===== config.mk =====
export PLATFORM = sky130hd
export DESIGN_NAME = core_sequencer
export DESIGN_NICKNAME = d
export VERILOG_FILES = /design/src/rtl/core_sequencer.sv
export SDC_FILE = /design/constraint.sdc
export NUM_CORES = 1
export LEC_CHECK = 0
export BUFFER_PORTS_ARGS = -buffer_cell sky130_fd_sc_hd__buf_2
export CORE_ASPECT_RATIO = 1.25
export CORE_MARGIN = 10
export CORE_UTILIZATION = 40
export CTS_CLUSTER_DIAMETER = 60
export CTS_CLUSTER_SIZE = 20
export DETAILED_ROUTE_END_ITERATION = 16
export MAX_ROUTING_LAYER = met4
export PLACE_DENSITY = 0.65
export SLEW_MARGIN = 20
export SYNTH_ARGS = -nofsm -noshare
export SYNTH_HDL_FRONTEND = slang
export SYNTH_SLANG_ARGS = --single-unit

===== constraint.sdc =====
create_clock -name clk -period 3.25 [get_ports clk]
set_clock_uncertainty 0.1 [all_clocks]
set_input_delay 0.1625 -clock clk [delete_from_list [all_inputs] [get_ports clk]]
set_output_delay 0.1625 -clock clk [all_outputs]
set_load 0.01 [all_outputs]

===== src/rtl/core_sequencer.sv =====
// core_sequencer
//   Multi-cycle fetch/execute sequencer for the single-issue core. It holds the
//   program counter and instruction register, and fetches over a request/valid
//   handshake. It turns the control path's enables into single, exclusive
//   strobes. It also provides run/halt and a sticky illegal-opcode trap.
//
// Ports
//   clk, rst_n        clock; synchronous active-low reset
//   run               1 = execute, 0 = stop at the next instruction boundary
//   imem_req/addr     fetch request (held until imem_rvalid) and address (= pc)
//   imem_rvalid/rdata fetch response, captured while imem_req=1
//   opcode, instr     instruction register fields for the control path
//   dec_reg_wr_en     control-path register write enable (sampled in EXEC)
//   dec_dmem_en       control-path store enable (sampled in EXEC)
//   dec_illegal       control-path undefined-opcode flag (sampled in EXEC)
//   reg_wr_strb       one-cycle register-file write strobe
//   dmem_wr/ready     store request held until accepted
//   pc                current program counter
//   busy              sequencer is fetching, executing or storing
//   trap              sticky illegal-opcode flag (cleared only by reset)
//   retired           retired-instruction count, wraps modulo 2^16
module core_sequencer #(
    parameter int PC_W    = 8,
    parameter int INSTR_W = 8,
    parameter int OP_W    = 3
) (
    input  logic               clk,
    input  logic               rst_n,
    input  logic               run,
    output logic               imem_req,
    output logic [PC_W-1:0]    imem_addr,
    input  logic               imem_rvalid,
    input  logic [INSTR_W-1:0] imem_rdata,
    output logic [OP_W-1:0]    opcode,
    output logic [INSTR_W-1:0] instr,
    input  logic               dec_reg_wr_en,
    input  logic               dec_dmem_en,
    input  logic               dec_illegal,
    output logic               reg_wr_strb,
    output logic               dmem_wr,
    input  logic               dmem_ready,
    output logic [PC_W-1:0]    pc,
    output logic               busy,
    output logic               trap,
    output logic [15:0]        retired
);

    typedef enum logic [2:0] {
        S_IDLE,
        S_FETCH,
        S_EXEC,
        S_STORE,
        S_TRAP
    } state_t;

    state_t             state;
    state_t             state_next;
    logic [INSTR_W-1:0] ir;
    logic               retire;

    always_ff @(posedge clk) begin
        if (!rst_n) begin
            state   <= S_IDLE;
            pc      <= '0;
            ir      <= '0;
            retired <= '0;
        end else begin
            state <= state_next;
            if (state == S_FETCH && imem_rvalid) begin
                ir <= imem_rdata;
            end
            // pc wraps naturally at its own width.
            if (retire) begin
                pc      <= pc + 1'b1;
                retired <= retired + 16'd1;
            end
        end
    end

    always_comb begin
        state_next  = state;
        imem_req    = 1'b0;
        reg_wr_strb = 1'b0;
        dmem_wr     = 1'b0;
        retire      = 1'b0;
        case (state)
            S_IDLE: begin
                if (run) begin
                    state_next = S_FETCH;
                end
            end
            S_FETCH: begin
                // run is ignored so an in-flight fetch always completes.
                imem_req = 1'b1;
                if (imem_rvalid) begin
                    state_next = S_EXEC;
                end
            end
            S_EXEC: begin
                // Illegal beats store beats register write.
                if (dec_illegal) begin
                    state_next = S_TRAP;
                end else if (dec_dmem_en) begin
                    state_next = S_STORE;
                end else begin
                    reg_wr_strb = dec_reg_wr_en;
                    retire      = 1'b1;
                end
            end
            S_STORE: begin
                dmem_wr = 1'b1;
                if (dmem_ready) begin
                    retire = 1'b1;
                end
            end
            S_TRAP: begin
                state_next = S_TRAP;
            end
            default: begin
                state_next = S_IDLE;
            end
        endcase
        if (retire) begin
            state_next = run ? S_FETCH : S_IDLE;
        end
    end

    assign imem_addr = pc;
    assign instr     = ir;
    assign opcode    = ir[INSTR_W-1 -: OP_W];
    assign busy      = (state == S_FETCH) || (state == S_EXEC) || (state == S_STORE);
    assign trap      = (state == S_TRAP);

endmodule


Word level (Yosys, flattened, before mapping)
Index checks and enable logic that the tools add are counted.
- mux-type cells: 16
- $add $sub $neg: 2
- reductions and logical operators: 5
- equal/unequal tests: 8
- operators by type and width (operator ; number):
    adder 16 x 1 -> 16 bit, second input constant ; 1
    two-way mux 3 bit ; 5
    one-hot mux 3 bit (5 select lines) ; 1
    two-way mux 1 bit ; 9
    adder 8 x 1 -> 8 bit, second input constant ; 1
    == test 3 x 2 -> 1 bit, second input constant ; 2
    != test 3 bit, second input constant ; 2
    != test 4 bit, second input constant ; 1
    AND reduction 4 bit ; 1
    == test 3 x 1 -> 1 bit, second input constant ; 1
    == test 3 bit, second input constant ; 1
    zero test 3 bit ; 1
    logical OR 1 bit ; 2
    != test 2 bit, second input constant ; 1
    one-hot mux 1 bit (2 select lines) ; 1
    logical AND 1 bit ; 1
- input port bits: 16
- bits in registers: 35
- output and inout port bits: 48
- logic and storage cells: 35

Depth between registers and ports, before layout
Gate-level depths: netlist of the first run.
- word-level depth: 5
- depth in mapped cells: 7
- gate-level depth less buffers: 5

Least setup slack after synthesis of the first run
No wires, ideal clock.
- kind: flip-flop to flip-flop
- start: register retired[3]
- end: register retired[13]
- data required time: 3080 ps
- path buffers: 1
- setup slack: 1510 ps
- arrival time: 1569 ps
- library setup time: 70 ps
- cell stages (with the launch flop): 6
- clock period less this slack: 1740 ps
- cell sequence: dfxtp_1 -> and4_4 -> nand4_2 -> buf_6 -> or4_1 -> a21oi_1
- word-level cells in the longest chain between the ends: 1
- ends and longest elaborated chain (what ; line ; source):
    start: declaration ; 45 ; output logic [15:0] retired
    start signal: assignment ; 75 ; retired <= retired + 16'd1;
    adder 16 x 1 -> 16 bit ; 75 ;
Every way passes these cells.
A chain may end at the register's enable or synchronous reset.

Final worst setup path of the first run
- start: register state[1]
- end: register retired[15]
- word-level cells in the longest chain between the ends: 2
- elaborated cells between the ends (all ways): 3
- classes of those cells: eq/ne: 2; mux: 1
- ends and longest elaborated chain (what ; line ; source):
    start: declaration ; 56 ; state_t state;
    start signal: assignment ; 68 ; state <= state_next;
    == test 3 x 2 -> 1 bit ; 86 ; case (state)
    one-hot mux 1 bit (2 select lines) (*) ; 86 ;
Every way passes the cells marked *; elsewhere a longest branch is shown, timed or not.

==> key figures, run 1 <==
CTS
  • Clk slew on worst S/H paths: about 0.070 ns
  • CTS Buf Count: 5
  • Post_cts resized: 0
  • H-tree levels: 2
  • Worst skew pair latency: between 0.2 and 0.3 ns
  • CTS tree: yes
  • Clock sink count: 35
  • Clock root buffer: clkbuf_8
  • Clock buffer depth: 2

Worst hold path
  • Min-Delay Path Class: primary input to register

Timing
  • Post-route setup TNS: 0 ns
  • Final setup fails: 0
  • Final hold vios: 0
  • Slew HR: 46.9%
  • Final Max Slew Viols: 0
  • FMAX: roughly 0.44 GHz
  • Final min period: about 2.3 ns
  • Actual slew at the worst max-slew pin: around 0.79 ns
  • Fin crit share: ~70%
  • RSZ-0062 raised after global routing: no

Setup path
  • Setup crit end kind: register
  • CP Data Required Time: about 3.4 ns
  • Max FO, Critical Path: 13
  • CP Launch Type: register
  • Data arrival, critical path: 2.38 ns
  • Worst Setup Path Type: register to register
  • Critical R2R Capture: retired[15]$_SDFFE_PN0P_
  • RR Startpoint: state[1]$_SDFFE_PN0P_
  • R2R setup slack: slightly below 1 ns
  • CP Capture Point: retired[15]$_SDFFE_PN0P_
  • Crit path from: state[1]$_SDFFE_PN0P_
  • Reg2reg path depth: 4

Global route
  • GR Layer Usage met2: approximately 19%
  • Vias in the first global route: approximately 1500
  • GRT busiest layer: met2
  • Global Route Usage Sum: between 10% and 20%
  • GR met1 Demand/Resource: 13.7%
  • Gr ovfl total: 0
  • Initial antenna violation count: 0
  • First-pass GRT wire length: slightly above 7 mm
  • Largest net degree at the start of global routing: 25
  • GR Layer Usage met3: 4.89%

Run status
  • Run status: finished clean

Detailed routing
  • Final Routed Wirelength: 4.25 mm
  • Wire per inst: approximately 14 um
  • Drt first pass iters: 4
  • Vias per cell: about 5.1
  • Vias: about 1500
  • DRC Markers: 0
  • Initial DRC count: 45
  • Post-DRT Antenna Nets: 0

Final layout
  • P&R area growth vs syn: 22.2%
  • Fillers: approximately 440
  • Leading cell type in the layout, fill and taps excluded: buf_2
  • Highest-count cells in the layout ignoring fill and taps: buf_2, dfxtp_1, nor2_1
  • Nets: 263
  • Reg area: around 700 um^2
  • Post-layout util: 51.1%
  • Multi-input logic area: roughly 860 um^2
  • Antenna diodes: 0
  • Post-route cell area: between 2000 and 2500 um^2
  • Share of layout cells above drive strength 1: 32.5%

Floorplanning
  • Row cnt: 26
  • IO Pins: 64
  • Die footprint: around 7300 um^2
  • Core area: 4100 um^2
  • Die height: just over 90 um
  • Initial core utilization: 41.8%
  • Die width: just under 80 um

Placed design
  • DP HPWL: 3.26 mm
  • Placed cell area: just under 2000 um^2
  • Final Wtd Congestion: 0.778
  • IO buf count: 63

Power and ir drop
  • Pwr/cell area: 447 nW/um^2
  • Final Power: 0.935 mW
  • LEAKAGE: about 0.93 nW
  • Maximum vdd ir drop: 237 uV

Synth
  • #FFs+latches synth: 35
  • Seq/Total Area, Yosys: roughly 41%
  • Synth Area per Inst: roughly 8.8 um^2
  • Yosys warns: 0
  • Cell Area, Synth: 1710 um^2
  • Syn nets: roughly 210
  • Distinct cells, synth: between 40 and 50
  • Gate Count Post-Synth: between 150 and 200

Run
  • MaxCap Viol Count: 0
## report_power, final
group	switching (mW)	total (mW)	internal [mW]	leakage (nW)
Clock	0.161	0.409	0.248	0.0612
Combinational	0.0433	0.0775	0.0342	0.583
Sequential	0.0108	0.448	0.438	0.283
## how the worst min path moves through the flow
stage / from / endpoint / slack (ns) / cells after the start
finish: imem_rdata[7] / instr[7]$_SDFFE_PN0P_ / 0.007 / 3
floorplan: run / state[0]$_SDFFE_PN0P_ / 0.20 / 2
global placement: imem_rdata[7] / instr[7]$_SDFFE_PN0P_ / 0.30 / 3
CTS: imem_rdata[7] / instr[7]$_SDFFE_PN0P_ / 0.0003 / 3
global route: imem_rdata[2] / instr[2]$_SDFFE_PN0P_ / 0.02 / 3
detailed placement: imem_rdata[4] / instr[4]$_SDFFE_PN0P_ / 0.31 / 3
## repair_timing
item                                   4_1_cts  5_1_grt
hold buffers                                 1        0
endpoints found under the hold margin        1        0
buffers inserted                             0        0
## layer usage
| layer | part of all wire (%) | up-vias |
|---|---|---|
| met3 | 7.0 | 6 |
| met4 | 1.1 | 0 |
| met1 | 46 | 692 |
| met5 | 0 | - |
| met2 | 46 | 50 |
| li1 | - | 784 |
## logic make-up after synthesis
family,Yosys count,share of synthesized area [%]
simple gates,75,23.6
compound gates,38,14.4
fa+ha+maj,2,1.46
xor+xnor,8,4.09
flops,35,40.9
buf+inv,25,9.06
mux,11,6.50
## state kept, by name, summed over array words and instances, names as in the netlist
signal	count
imem_addr	8
instr	8
retired	16
state	3
## area by class of cell
cell class              count  share of cell area (%)
clock buffers               6                    3.95
clock inverters             2                    1.67
inverters                   4                   0.717
well taps                  56                    3.35
repair buffers             65                    15.9
flip-flops and latches     35                    33.5
multi-input cells         134                    40.9
## cell usage after synthesis, drive strengths merged
| cell type | n | area, um^2 |
|---|---|---|
| a2111oi | 1 | 8.76 |
| a211o | 1 | 8.76 |
| a21oi | 13 | 65.1 |
| and2 | 5 | 31.3 |
| and3 | 1 | 6.26 |
| and4 | 1 | 11.3 |
| buf | 17 | 124 |
| clkbuf | 4 | 16.3 |
| clkinv | 1 | 3.75 |
| dfxtp | 35 | 701 |
| ha | 2 | 25.0 |
| inv | 3 | 11.3 |
| mux2 | 1 | 11.3 |
| mux2i | 10 | 100 |
| nand2 | 11 | 41.3 |
| nand2b | 1 | 6.26 |
| nand3 | 6 | 30.0 |
| nand3b | 1 | 7.51 |
| nand4 | 4 | 31.3 |
| nor2 | 23 | 86.3 |
| nor2b | 1 | 6.26 |
| nor3 | 4 | 30.0 |
| nor3b | 1 | 7.51 |
| o2111ai | 2 | 23.8 |
| o211ai | 4 | 30.0 |
| o21a | 1 | 7.51 |
| o21ai | 9 | 48.8 |
| o221ai | 1 | 8.76 |
| o31ai | 6 | 45.0 |
| or2 | 1 | 6.26 |
| or3 | 8 | 50.1 |
| or4 | 7 | 52.6 |
| xnor2 | 1 | 8.76 |
| xor2 | 7 | 61.3 |
## per-stage QoR
stage	setup WS (ns)	std cells	hold slack [ns]
6_report	0.970	302	0.00702
5_1_grt	0.678	302	0.0164
3_5_place_dp	0.990	293	0.307
4_1_cts	0.969	302	0.000305
3_3_place_gp	1.03	293	0.295
2_1_floorplan	1.51	194	0.197
## critical path, stage by stage, from the launching register on
cell       delay [ns]
dfxtp_1          0.47
nor2b_1          0.49
o2111ai_2        0.41
or4_1            0.59
a21oi_1          0.14
Power figures use the tool's default switching activity.
==> run 2, diff against run 1 <==
==> constraint.sdc (replaced) <==
create_clock -name clk -period 2.4 [get_ports clk]
set_clock_uncertainty 0.1 [all_clocks]
set_input_delay 0.12 -clock clk [delete_from_list [all_inputs] [get_ports clk]]
set_output_delay 0.12 -clock clk [all_outputs]
set_load 0.01 [all_outputs]
==> key figures, run 2 (synthesis gave the netlist of run 1 again) <==
Final layout
  • Share of layout cells above drive strength 1: 32.3% (-0.21 points)
  • Highest-count cells in the layout ignoring fill and taps: buf_2, dfxtp_1, nor2_1
  • Nets: 277 (+5.3%)
  • P&R area growth vs syn: 28.6%
  • Most flop-heavy register: retired
  • Leading cell type in the layout, fill and taps excluded: buf_2
  • Post-route cell area: 2200 um^2 (+5.3%)
  • Flip-flop count of the largest register, all copies and words added: 16 (unchanged)
  • Antenna diodes: 0 (unchanged)
  • Post-layout util: 53.8% (+2.7 points)

Global route
  • Vias in the first global route: 1680 (+8.9%)
  • Largest net degree at the start of global routing: 20 (-20%)
  • Initial antenna violation count: 0 (unchanged)
  • Global Route Usage Sum: 13.0% (+0.93 points)
  • Gr ovfl total: 0 (unchanged)
  • First-pass GRT wire length: 7.73 mm (+9.0%)

Detailed routing
  • Initial DRC count: 79 (+76%)
  • Post-DRT Antenna Nets: 0 (unchanged)
  • DRC Markers: 0 (unchanged)
  • Vias: 1606 (+4.8%)
  • Vias per cell: 5.08 (+0.19%)
  • Wire per inst: 13.9 um (-1.3%)
  • Drt first pass iters: 4 (unchanged)
  • Final Routed Wirelength: 4.40 mm (+3.3%)

Placed design
  • IO buf count: 63 (unchanged)
  • Final Wtd Congestion: 0.709 (-8.9%)
  • DP HPWL: 3.30 mm (+1.2%)
  • Placed cell area: 2000 um^2 (+1.9%)

Timing
  • Actual slew at the worst max-slew pin: 0.565 ns (-0.227 ns)
  • Final min period: 2.09 ns (-0.189 ns)
  • Slew HR: 62.1% (+15 points)
  • Final setup fails: 0 (unchanged)
  • FMAX: 0.478 GHz (+9.1%)
  • Post-route setup TNS: 0 ns (unchanged)
  • Final hold vios: 0 (unchanged)
  • Fin crit share: 87.1% (+17 points)
  • Final Max Slew Viols: 0 (unchanged)
  • RSZ-0062 raised after global routing: no

Floorplanning
  • Die width: 78.5 um (unchanged)
  • Core area: 4100 um^2 (unchanged)
  • Die height: 93.2 um (unchanged)
  • Row cnt: 26 (unchanged)
  • IO Pins: 64 (unchanged)
  • Initial core utilization: 41.8% (unchanged)
  • Die footprint: 7320 um^2 (unchanged)

CTS
  • CTS tree: yes
  • Clock buffer depth: 2 (unchanged)
  • H-tree levels: 2 (unchanged)
  • Worst skew pair latency: 0.29 ns (about the same)
  • Clock sink count: 35 (unchanged)
  • CTS Buf Count: 5 (unchanged)
  • Post-CTS setup buffer count: 0 (unchanged)
  • Clk slew on worst S/H paths: 0.07 ns (about the same)
  • Clock root buffer: clkbuf_8

Setup path
  • Worst Setup Path Type: register to register
  • Crit-path max cell delay: 0.59 ns (about the same)
  • CP Data Required Time: 2.52 ns (-0.83 ns)
  • CP Launch Type: register
  • Critical Path Slowest Stage Cell: or4_1
  • Setup crit end kind: register
  • Critical path, cell by cell: and2_1 -> o2111ai_2 -> or4_1 -> a21oi_1
  • Data arrival, critical path: 2.21 ns (-0.17 ns)
  • Max FO, Critical Path: 13 (unchanged)

Power and ir drop
  • LEAKAGE: 0.980 nW (+5.8%)
  • Pwr/cell area: 543 nW/um^2 (+22%)
  • Maximum vdd ir drop: 375 uV (+59%)

Worst hold path
  • Min-Delay Path Class: primary input to register

Run status
  • Run status: finished clean

Run
  • MaxCap Viol Count: 0 (unchanged)
## run 2: cell types whose count changed in the layout (fill, tap and decap cells not counted)
| cell | change |
|---|---|
| clkbuf_1 | +1 |
| buf_4 | +5 |
| clkbuf_8 | +1 |
| bufinv_16 | -1 |
| dlygate4sd3_1 | +9 |
| clkinv_2 | -1 |
## run 2: power breakdown
part	leakage [nW]	switching (mW)	total, mW	internal (mW)
logic	0.646	0.0621	0.123	0.0606
registers	0.283	0.0150	0.608	0.593
clock network	0.0515	0.204	0.466	0.262
total	0.980	0.281	1.20	0.915
## run 2: area by class of cell
class | count | area [um^2]
clock buffer | 8 | 100
fill | 428 | 1900
inverter | 4 | 15.0
multi-input combinational | 134 | 857
sequential | 35 | 701
tap | 56 | 70.1
timing repair buffer | 79 | 460
## run 2: worst max-delay path, delay by kind of cell (launching register included)
family / cells / cell delay, ns
AND/OR/NAND/NOR: 2 / 0.91
flip-flops: 1 / 0.53
AO/OA/AOI/OAI: 2 / 0.49
## run 2: path summary, 6_finish.rpt
path / cells past startpoint / slack [ns] / end / startpoint
worst max-delay path: 4 / 0.31 / retired[13]$_SDFFE_PN0P_ / state[0]$_SDFFE_PN0P_
worst min-delay path: 4 / 0.13 / state[1]$_SDFFE_PN0P_ / imem_rvalid
worst max register to register: 4 / 0.31 / retired[13]$_SDFFE_PN0P_ / state[0]$_SDFFE_PN0P_
worst min register to register: 2 / 0.38 / retired[15]$_SDFFE_PN0P_ / retired[15]$_SDFFE_PN0P_
## run 2: routing by layer
layer | GRT usage, % | up-vias | routed length, um
met2 | 20.5 | 57 | 2020
met1 | 14.2 | 730 | 1930
met4 | 4.04 | 0 | 45
li1 | - | 812 | -
met3 | 6.42 | 7 | 397
met5 | - | - | 0
## run 2: per-stage QoR
| step | total power, mW | hold slack (ns) | std cells | worst slack (ns) |
|---|---|---|---|---|
| after CTS | 1.21 | 0.134 | 316 | 0.293 |
| after global placement | 0.730 | 0.252 | 298 | 0.347 |
| after floorplan | 0.692 | 0.155 | 194 | 0.660 |
| after detailed placement | 0.731 | 0.267 | 298 | 0.322 |
| after global routing | 1.26 | 0.159 | 316 | 0.125 |
| final | 1.20 | 0.134 | 316 | 0.309 |
## run 2: timing repair
item	CTS	global route
endpoints found under the setup margin	0	0
hold endpoints to repair	10	0
hold buffers	10	0
resized for setup	0	0
==> run 3, diff against run 2 <==
==> constraint.sdc (replaced) <==
create_clock -name clk -period 2.5 [get_ports clk]
set_clock_uncertainty 0.1 [all_clocks]
set_input_delay 0.125 -clock clk [delete_from_list [all_inputs] [get_ports clk]]
set_output_delay 0.125 -clock clk [all_outputs]
set_load 0.01 [all_outputs]
==> key figures, run 3 (synthesis gave the netlist of run 1 again) <==
Floorplanning
  • Row cnt: 26 (unchanged)
  • Initial core utilization: 41.8% (unchanged)
  • IO Pins: 64 (unchanged)
  • Die footprint: 7320 um^2 (unchanged)
  • Die height: 93.2 um (unchanged)
  • Core area: 4100 um^2 (unchanged)
  • Die width: 78.5 um (unchanged)

Global route
  • GR Layer Usage met3: 6.13% (-0.29 points)
  • Largest net degree at the start of global routing: 21 (+5.0%)
  • Gr ovfl total: 0 (unchanged)
  • Vias in the first global route: 1653 (-1.6%)
  • GR met1 Demand/Resource: 13.1% (-1.1 points)
  • Global Route Usage Sum: 12.6% (-0.40 points)
  • Initial antenna violation count: 0 (unchanged)
  • GRT busiest layer: met2
  • First-pass GRT wire length: 7.53 mm (-2.6%)
  • GR Layer Usage met2: 20.5% (unchanged)

CTS
  • Worst skew pair latency: 0.29 ns (about the same)
  • Clock root buffer: clkbuf_8
  • CTS tree: yes
  • Clock sink count: 35 (unchanged)
  • CTS Buf Count: 5 (unchanged)
  • Clk slew on worst S/H paths: 0.08 ns (about the same)
  • Post_cts resized: 0 (unchanged)
  • # hold bufs at CTS: 10 (unchanged)
  • Clock buffer depth: 2 (unchanged)
  • H-tree levels: 2 (unchanged)
  • Post-CTS setup buffer count: 0 (unchanged)

Final layout
  • Antenna diodes: 0 (unchanged)
  • Nets: 275 (-0.72%)
  • P&R area growth vs syn: 27.7%
  • Fillers: 401 (-6.3%)
  • Flip-flop count of the largest register, all copies and words added: 16 (unchanged)
  • Highest-count cells in the layout ignoring fill and taps: buf_2, dfxtp_1, nor2_1
  • Most flop-heavy register: retired
  • Share of layout cells above drive strength 1: 32.2% (-0.14 points)
  • Leading cell type in the layout, fill and taps excluded: buf_2
  • Reg area: 701 um^2 (unchanged)
  • Multi-input logic area: 857 um^2 (unchanged)
  • Fin cells: 314 (-0.63%)

Power and ir drop
  • Pwr/cell area: 518 nW/um^2 (-4.7%)
  • Final Power: 1.13 mW (-5.4%)
  • Maximum vdd ir drop: 305 uV (-19%)
  • LEAKAGE: 0.967 nW (-1.4%)

Detailed routing
  • Post-DRT Antenna Nets: 0 (unchanged)
  • Vias per cell: 5.02 (-1.2%)
  • Initial DRC count: 58 (-27%)
  • Wire per inst: 13.4 um (-3.4%)
  • Vias: 1577 (-1.8%)
  • Drt first pass iters: 4 (unchanged)
  • DRC Markers: 0 (unchanged)
  • Final Routed Wirelength: 4.22 mm (-4.0%)

Run
  • MaxCap Viol Count: 0 (unchanged)

Timing
  • FMAX: 0.472 GHz (-1.3%)
  • Final hold vios: 0 (unchanged)
  • RSZ-0062 raised after global routing: no
  • Final min period: 2.12 ns (+0.0284 ns)
  • Final Max Slew Viols: 0 (unchanged)
  • Actual slew at the worst max-slew pin: 0.538 ns (-0.0276 ns)
  • Final setup fails: 0 (unchanged)
  • Post-route setup TNS: 0 ns (unchanged)
  • Slew HR: 63.9% (+1.8 points)
  • Fin crit share: 84.8% (-2.3 points)

Setup path
  • Critical Path Slowest Stage Cell: or4_1
  • Data arrival, critical path: 2.23 ns (+0.02 ns)
  • Crit-path max cell delay: 0.59 ns (about the same)
  • CP Launch Type: register
  • CP Data Required Time: 2.62 ns (+0.10 ns)
  • Critical path buffer and inverter count: 0 (unchanged)
  • Worst Setup Path Type: register to register
  • Critical path, cell by cell: nor3_2 -> o2111ai_2 -> or4_1 -> a21oi_1
  • Setup crit end kind: register
  • Max FO, Critical Path: 13 (unchanged)
  • CP top delay family: simple AND/OR/NAND/NOR gates

Placed design
  • DP HPWL: 3.19 mm (-3.3%)
  • Placed Cells: 296 (-0.67%)
  • Final Wtd Congestion: 0.817 (+15%)
  • IO buf count: 63 (unchanged)

Worst hold path
  • Min-Delay Path Class: primary input to register

Run status
  • Run status: finished clean
-- run 3: metal layers --
layer / vias to the layer above / part of all wire, %
met4: 0 / 1.6
met3: 6 / 9.6
met2: 51 / 47
li1: 805 / -
met1: 715 / 42
met5: - / 0
-- run 3: final timing paths --
kind	depth (start not counted)	slack, ns	startpoint	endpoint
worst max-delay path	4	0.38	state[0]$_SDFFE_PN0P_	retired[15]$_SDFFE_PN0P_
worst min-delay path	4	0.15	imem_rvalid	state[1]$_SDFFE_PN0P_
worst max register to register	4	0.38	state[0]$_SDFFE_PN0P_	retired[15]$_SDFFE_PN0P_
worst min register to register	2	0.38	retired[15]$_SDFFE_PN0P_	retired[15]$_SDFFE_PN0P_
-- run 3: layout make-up --
cell class | count | share of cell area, %
Timing Repair Buffer | 77 | 20.4
Clock inverter | 2 | 0.744
Inverter | 4 | 0.686
Multi-Input combinational cell | 134 | 39.2
Tap cell | 56 | 3.20
Sequential cell | 35 | 32.0
Clock buffer | 6 | 3.78
-- run 3: where the power goes --
part	internal, mW	switching, mW	total, mW	leakage (nW)
Sequential	0.569	0.0141	0.583	0.283
Clock	0.225	0.210	0.434	0.0474
Combinational	0.0562	0.0585	0.115	0.637
Total	0.850	0.282	1.13	0.967
-- run 3: worst reg2reg max path: stages, from the launching register on --
cell       delay [ns]
dfxtp_1          0.41
nor3_2           0.45
o2111ai_2        0.35
or4_1            0.59
a21oi_1          0.15
-- run 3: through the flow --
stage	utilization (%)	setup WS [ns]	hold slack, ns	area, um^2
4_1_cts	53.4	0.379	0.143	2190
6_report	53.4	0.381	0.146	2190
5_1_grt	53.4	0.185	0.182	2190
2_1_floorplan	-	0.760	0.160	1710
3_3_place_gp	48.5	0.465	0.258	1990
3_5_place_dp	48.5	0.403	0.273	1990
